==> config.mk <==
export PLATFORM = sky130hd
export DESIGN_NAME = pipe_hazard_ctrl
export DESIGN_NICKNAME = d
export VERILOG_FILES = /design/src/rtl/pipe_ctrl_pkg.sv /design/src/rtl/pipe_hazard_detect.sv /design/src/rtl/pipe_hazard_ctrl.sv
export SDC_FILE = /design/constraint.sdc
export NUM_CORES = 1
export LEC_CHECK = 0
export CORE_AREA = 2 2 71 73
export CTS_CLUSTER_DIAMETER = 50
export DETAILED_ROUTE_END_ITERATION = 6
export DIE_AREA = 0 0 73 75
export PLACE_DENSITY = 0.83
export SLEW_MARGIN = 10
export SYNTH_ARGS = -nofsm -noshare
export SYNTH_HDL_FRONTEND = slang
export SYNTH_HIERARCHICAL = 1
export SYNTH_SLANG_ARGS = --single-unit
==> constraint.sdc <==
create_clock -name clock -period 5.7 [get_ports clock]
set_clock_uncertainty 0.05 [all_clocks]
set_input_delay 1.14 -clock clock [delete_from_list [all_inputs] [get_ports clock]]
set_output_delay 1.14 -clock clock [all_outputs]
set_load 0.01 [all_outputs]
==> src/rtl/pipe_ctrl_pkg.sv <==
// Shared types for the pipeline stall/flush sequencer and its helpers.
// Holds the control FSM states, the NOP control bundle and the timeout width helper.
package pipe_ctrl_pkg;

   typedef enum logic [0:0] {
      RUN   = 1'b0,
      MWAIT = 1'b1
   } state_e;

   typedef struct packed {
      logic wreg;
      logic m2reg;
      logic wmem;
   } ex_ctrl_t;

   localparam ex_ctrl_t NOP_CTRL = '{wreg: 1'b0, m2reg: 1'b0, wmem: 1'b0};

   function automatic int tmo_w(input int t);
      return (t <= 2) ? 1 : $clog2(t);
   endfunction

endpackage

==> src/rtl/pipe_hazard_detect.sv <==
// Load-use comparator between the ID-stage sources and the EX-stage load.
// Purely combinational; also instantiated by the forwarding unit.
module pipe_hazard_detect (
   input  logic [4:0] id_rs_i,
   input  logic [4:0] id_rt_i,
   input  logic       id_use_rs_i,
   input  logic       id_use_rt_i,
   input  logic [4:0] ex_rn_i,
   input  logic       ex_wreg_i,
   input  logic       ex_m2reg_i,
   output logic       load_use_o
);

   logic rs_hit;
   logic rt_hit;

   assign rs_hit = id_use_rs_i && (id_rs_i == ex_rn_i);
   assign rt_hit = id_use_rt_i && (id_rt_i == ex_rn_i);

   // r0 never carries a real dependency
   assign load_use_o = ex_m2reg_i && ex_wreg_i && (ex_rn_i != 5'd0)
                       && (rs_hit || rt_hit);

endmodule

==> src/rtl/pipe_hazard_ctrl.sv <==
// Central stall/flush sequencer driving PC and pipeline-register enables.
// Optional memory timeout release is enabled by defining PIPE_MEM_TIMEOUT_EN.
import pipe_ctrl_pkg::*;

module pipe_hazard_ctrl #(
   parameter int TIMEOUT = 64,
   parameter int CNT_W   = 32
) (
   input  logic             clock,
   input  logic             resetn,
   input  logic [4:0]       id_rs,
   input  logic [4:0]       id_rt,
   input  logic             id_use_rs,
   input  logic             id_use_rt,
   input  logic [4:0]       ex_rn,
   input  logic             ex_wreg,
   input  logic             ex_m2reg,
   input  logic             ex_br_taken,
   input  logic             m_access,
   input  logic             dmem_ready,
   output logic             dmem_req,
   output logic             pc_en,
   output logic             ifid_en,
   output logic             idex_en,
   output logic             exmem_en,
   output logic             memwb_en,
   output logic             idex_bubble,
   output logic             ifid_flush,
   output logic [CNT_W-1:0] stall_cycles,
   output logic             mem_err
);

   localparam int TW = tmo_w(TIMEOUT);

   state_e           state_q, state_d;
   logic [CNT_W-1:0] stall_q, stall_d;
   logic             load_use;
   logic             tmo;
   logic             go;

   pipe_hazard_detect u_detect (
      .id_rs_i     (id_rs),
      .id_rt_i     (id_rt),
      .id_use_rs_i (id_use_rs),
      .id_use_rt_i (id_use_rt),
      .ex_rn_i     (ex_rn),
      .ex_wreg_i   (ex_wreg),
      .ex_m2reg_i  (ex_m2reg),
      .load_use_o  (load_use)
   );

`ifdef PIPE_MEM_TIMEOUT_EN
   logic [TW-1:0] wait_q, wait_d;

   // Counter sits at zero in RUN, so MWAIT always starts from a clean count
   assign wait_d = (state_q == MWAIT) ? wait_q + 1'b1 : '0;
   assign tmo    = (state_q == MWAIT) && !dmem_ready
                   && (wait_q == TW'(TIMEOUT - 1));

   always_ff @(posedge clock or negedge resetn) begin
      if (!resetn) wait_q <= '0;
      else         wait_q <= wait_d;
   end
`else
   assign tmo = 1'b0;
`endif

   assign go = (state_q == RUN) ? (!m_access || dmem_ready)
                                : (dmem_ready || tmo);

   always_comb begin
      dmem_req    = 1'b0;
      pc_en       = 1'b1;
      ifid_en     = 1'b1;
      idex_en     = 1'b1;
      exmem_en    = 1'b1;
      memwb_en    = 1'b1;
      idex_bubble = 1'b0;
      ifid_flush  = 1'b0;
      mem_err     = 1'b0;
      state_d     = state_q;
      if (resetn) begin
         if (go) begin
            dmem_req = m_access;
            mem_err  = tmo;
            state_d  = RUN;
            // A taken branch squashes the stalled instruction anyway
            if (ex_br_taken) begin
               ifid_flush  = 1'b1;
               idex_bubble = 1'b1;
            end else if (load_use) begin
               pc_en       = 1'b0;
               ifid_en     = 1'b0;
               idex_bubble = 1'b1;
            end
         end else begin
            dmem_req = 1'b1;
            pc_en    = 1'b0;
            ifid_en  = 1'b0;
            idex_en  = 1'b0;
            exmem_en = 1'b0;
            memwb_en = 1'b0;
            state_d  = MWAIT;
         end
      end
   end

   always_comb begin
      stall_d = stall_q;
      if (!pc_en && (stall_q != '1)) stall_d = stall_q + 1'b1;
   end

   always_ff @(posedge clock or negedge resetn) begin
      if (!resetn) begin
         state_q <= RUN;
         stall_q <= '0;
      end else begin
         state_q <= state_d;
         stall_q <= stall_d;
      end
   end

   assign stall_cycles = stall_q;

endmodule

==> flow_metrics.tcl <==
set metrics [dict create \
    place_worst_setup_slack_ns 0.7674 \
    rsz0062_at_grt "no" \
    startpoint_type "input port" \
    power.density_nw_per_um2 245.0 \
    dieArea_um2 5475 \
    hold_viol_final 0 \
    syn_to_final_growth_pct 42.51 \
    min_path_type "reg -> reg" \
    antenna_cells 0 \
    status "finished, final reports clean" \
    numCtsBuffers 5 \
    clk_pin_slew_ns 0.07 \
    fin_crit_sh 0.8597 \
    async_reset_ff_frac 1.000 \
    synth_ff_type "dfrtp_1" \
    worst_pin_slew_ns 0.7384 \
    start_util 0.3909 \
    max_stage_delay_ns 0.66 \
    synth_top_area_cell "dfrtp_1" \
    worst_ep_required_time_ns 4.51 \
    setup.worst_path.end_class "primary output" \
    drt-total-wl_mm 4.356 \
    port_buffers 63 \
    wl_per_cell_um 14.82 \
    slew_headroom 0.5078 \
    clock_sink_count 33 \
    cts_buffer_depth 2 \
    clk_latency_ns 0.29 \
    ant_nets 0 \
    synth_edf_count 0 \
    track_usage 0.1704 \
    die_y_um 75 \
    synth.yosys.seq_area_share 0.4533 \
    post_cts_buffers 0 \
    path_class "in -> out" \
    avgViaCountPerCell 5.228 \
    fin_crit_ns 4.900 \
    cts_resized 0 \
    grt_overflow 0 \
    synth_area_per_cell_um2 10.47 \
    final_cell_mix "clkdlybuf4s50_1, dfrtp_1, xnor2_1, nand3_1, xor2_1" \
    cts_max_level 2 \
    fmax_mhz 204.1 \
    fin_ws_ns 0.7998 \
    path_cells "clkdlybuf4s50_1 > or4_1 > o211ai_2 > a21oi_1 > nor2b_1 > o21ai_1 > clkdlybuf4s50_1" \
    synth_cell_types 37 \
    ys_seq_elements 33 \
    drt_iter0_markers 107 \
    cp_slowest_cell "clkdlybuf4s50_1" \
    final_common_cell "clkdlybuf4s50_1" \
    synth_top_area_share 0.4533 \
    drv_slew 0 \
    synth_area_leaders "dfrtp_1, xnor2_1, xor2_1" \
    synth_nets 199 \
    dp_hpwl_mm 3.360 \
    drive_above_1_share 0.07083 \
    syn_area_um2 1822 \
    drc 0 \
    ctsHoldBuffers 0 \
    dr_total_vias 1537 \
    setup_viol 0 \
    cts_tree "done" \
    crit_path_frequent_cell "clkdlybuf4s50_1" \
    synth_cells 174 \
    routabilityCongestion 0.7935 \
    rrSetupSlack_ns 3.33 \
    cts-root-buf "clkbuf_8" \
    peakVddDrop_uv 167.6 \
    first_pass_iters 4 \
    num_rows 25 \
    grt_max_degree 40 \
    tns_ns 0 \
    grt_pass1_vias 1544 \
    fin_nets 264 \
    power.leakage_nw 1.064 \
    max_cap_violations 0 \
    ios 65 \
    die_w_um 73 \
    worstPathArrival_ns 3.71 \
    synth_warnings 6 \
    grt_pass1_wl_mm 7.134 \
    coreArea_um2 4661 \
    antenna_found_initial 0 \
    cp_max_fo 8 \
]
critical path: cells and delay by family:
family / cells / cell delay, ns
AND/OR/NAND/NOR: 2 / 0.69
AO/OA/AOI/OAI: 3 / 0.74
buffers and inverters: 2 / 1.13
metal layers:
metal  up-vias  part of all wire  global-route usage  wire length (um)
met5         -                 0                   0                 0
met4         0             0.031             0.09259               136
met3        11             0.050             0.04016               216
met2        45              0.49              0.2823              2154
met1       732              0.42              0.2058              1848
li1        749                 -                   -                 -
kinds of logic after synthesis:
| kind of cell | after synthesis | synth area share |
|---|---|---|
| XOR/XNOR | 40 | 0.1923 |
| multiplexers | 1 | 0.006181 |
| AND/OR/NAND/NOR | 74 | 0.2349 |
| buffers and inverters | 8 | 0.02953 |
| other | 1 | 0.002058 |
| adder cells (fa/ha/maj) | 1 | 0.006867 |
| flip-flops | 33 | 0.4533 |
| AO/OA/AOI/OAI | 16 | 0.07486 |
synthesized netlist by cell type (2+ instances only):
| cell | instances |
|---|---|
| nor3_1 | 5 |
| nor4_1 | 4 |
| o21ai_0 | 3 |
| and4_1 | 2 |
| nand2_1 | 13 |
| dfrtp_1 | 33 |
| and3_1 | 6 |
| a21oi_1 | 3 |
| nand4_1 | 13 |
| nor2_1 | 6 |
| inv_1 | 2 |
| buf_4 | 4 |
| nor2b_1 | 2 |
| xnor2_1 | 23 |
| nand3_1 | 17 |
| xor2_1 | 17 |
path summary, 6_finish.rpt:
path	cells after the start	start	to
min reg2reg	1	stall_cycles[31]	stall_cycles[31]
min	1	stall_cycles[31]	stall_cycles[31]
max reg2reg	6	stall_cycles[0]	stall_cycles[23]
min in group asynchronous	2	resetn	stall_cycles[31]
max	7	ex_rn[2]	pc_en
max in group asynchronous	2	resetn	stall_cycles[9]
power breakdown:
part	leakage [nW]	switching (mW)	total, mW	internal [mW]
Combinational	0.559	0.0524	0.127	0.0746
Clock	0.0574	0.0878	0.230	0.142
Sequential	0.448	0.0254	0.279	0.254
flip-flops by register name, summed over array words and instances, names as in the netlist:
| register | flops |
|---|---|
| stall_cycles | 32 |
| state_q | 1 |
stage by stage:
| step | hold slack [ns] | util | power [mW] | cell area (um2) | cells |
|---|---|---|---|---|---|
| after floorplan | 0.4742 | - | 0.3326 | 1822 | 174 |
| after global placement | 0.4342 | 0.5313 | 0.4077 | 2476 | 286 |
| after detailed placement | 0.4419 | 0.5313 | 0.4105 | 2476 | 286 |
| after CTS | 0.4527 | 0.5570 | 0.6417 | 2596 | 294 |
| after global routing | 0.4764 | 0.5570 | 0.6661 | 2596 | 294 |
| final | 0.4444 | 0.5570 | 0.6361 | 2596 | 294 |
layout make-up:
type,instances,area (um2)
flip-flops and latches,33,825.8
clock buffers,6,82.58
inverters,2,7.507
multi-input cells,133,942.2
clock inverters,2,37.54
well taps,54,67.56
fillers,401,2064
repair buffers,64,633.1
No activity file was read; power rests on OpenSTA's default activity.
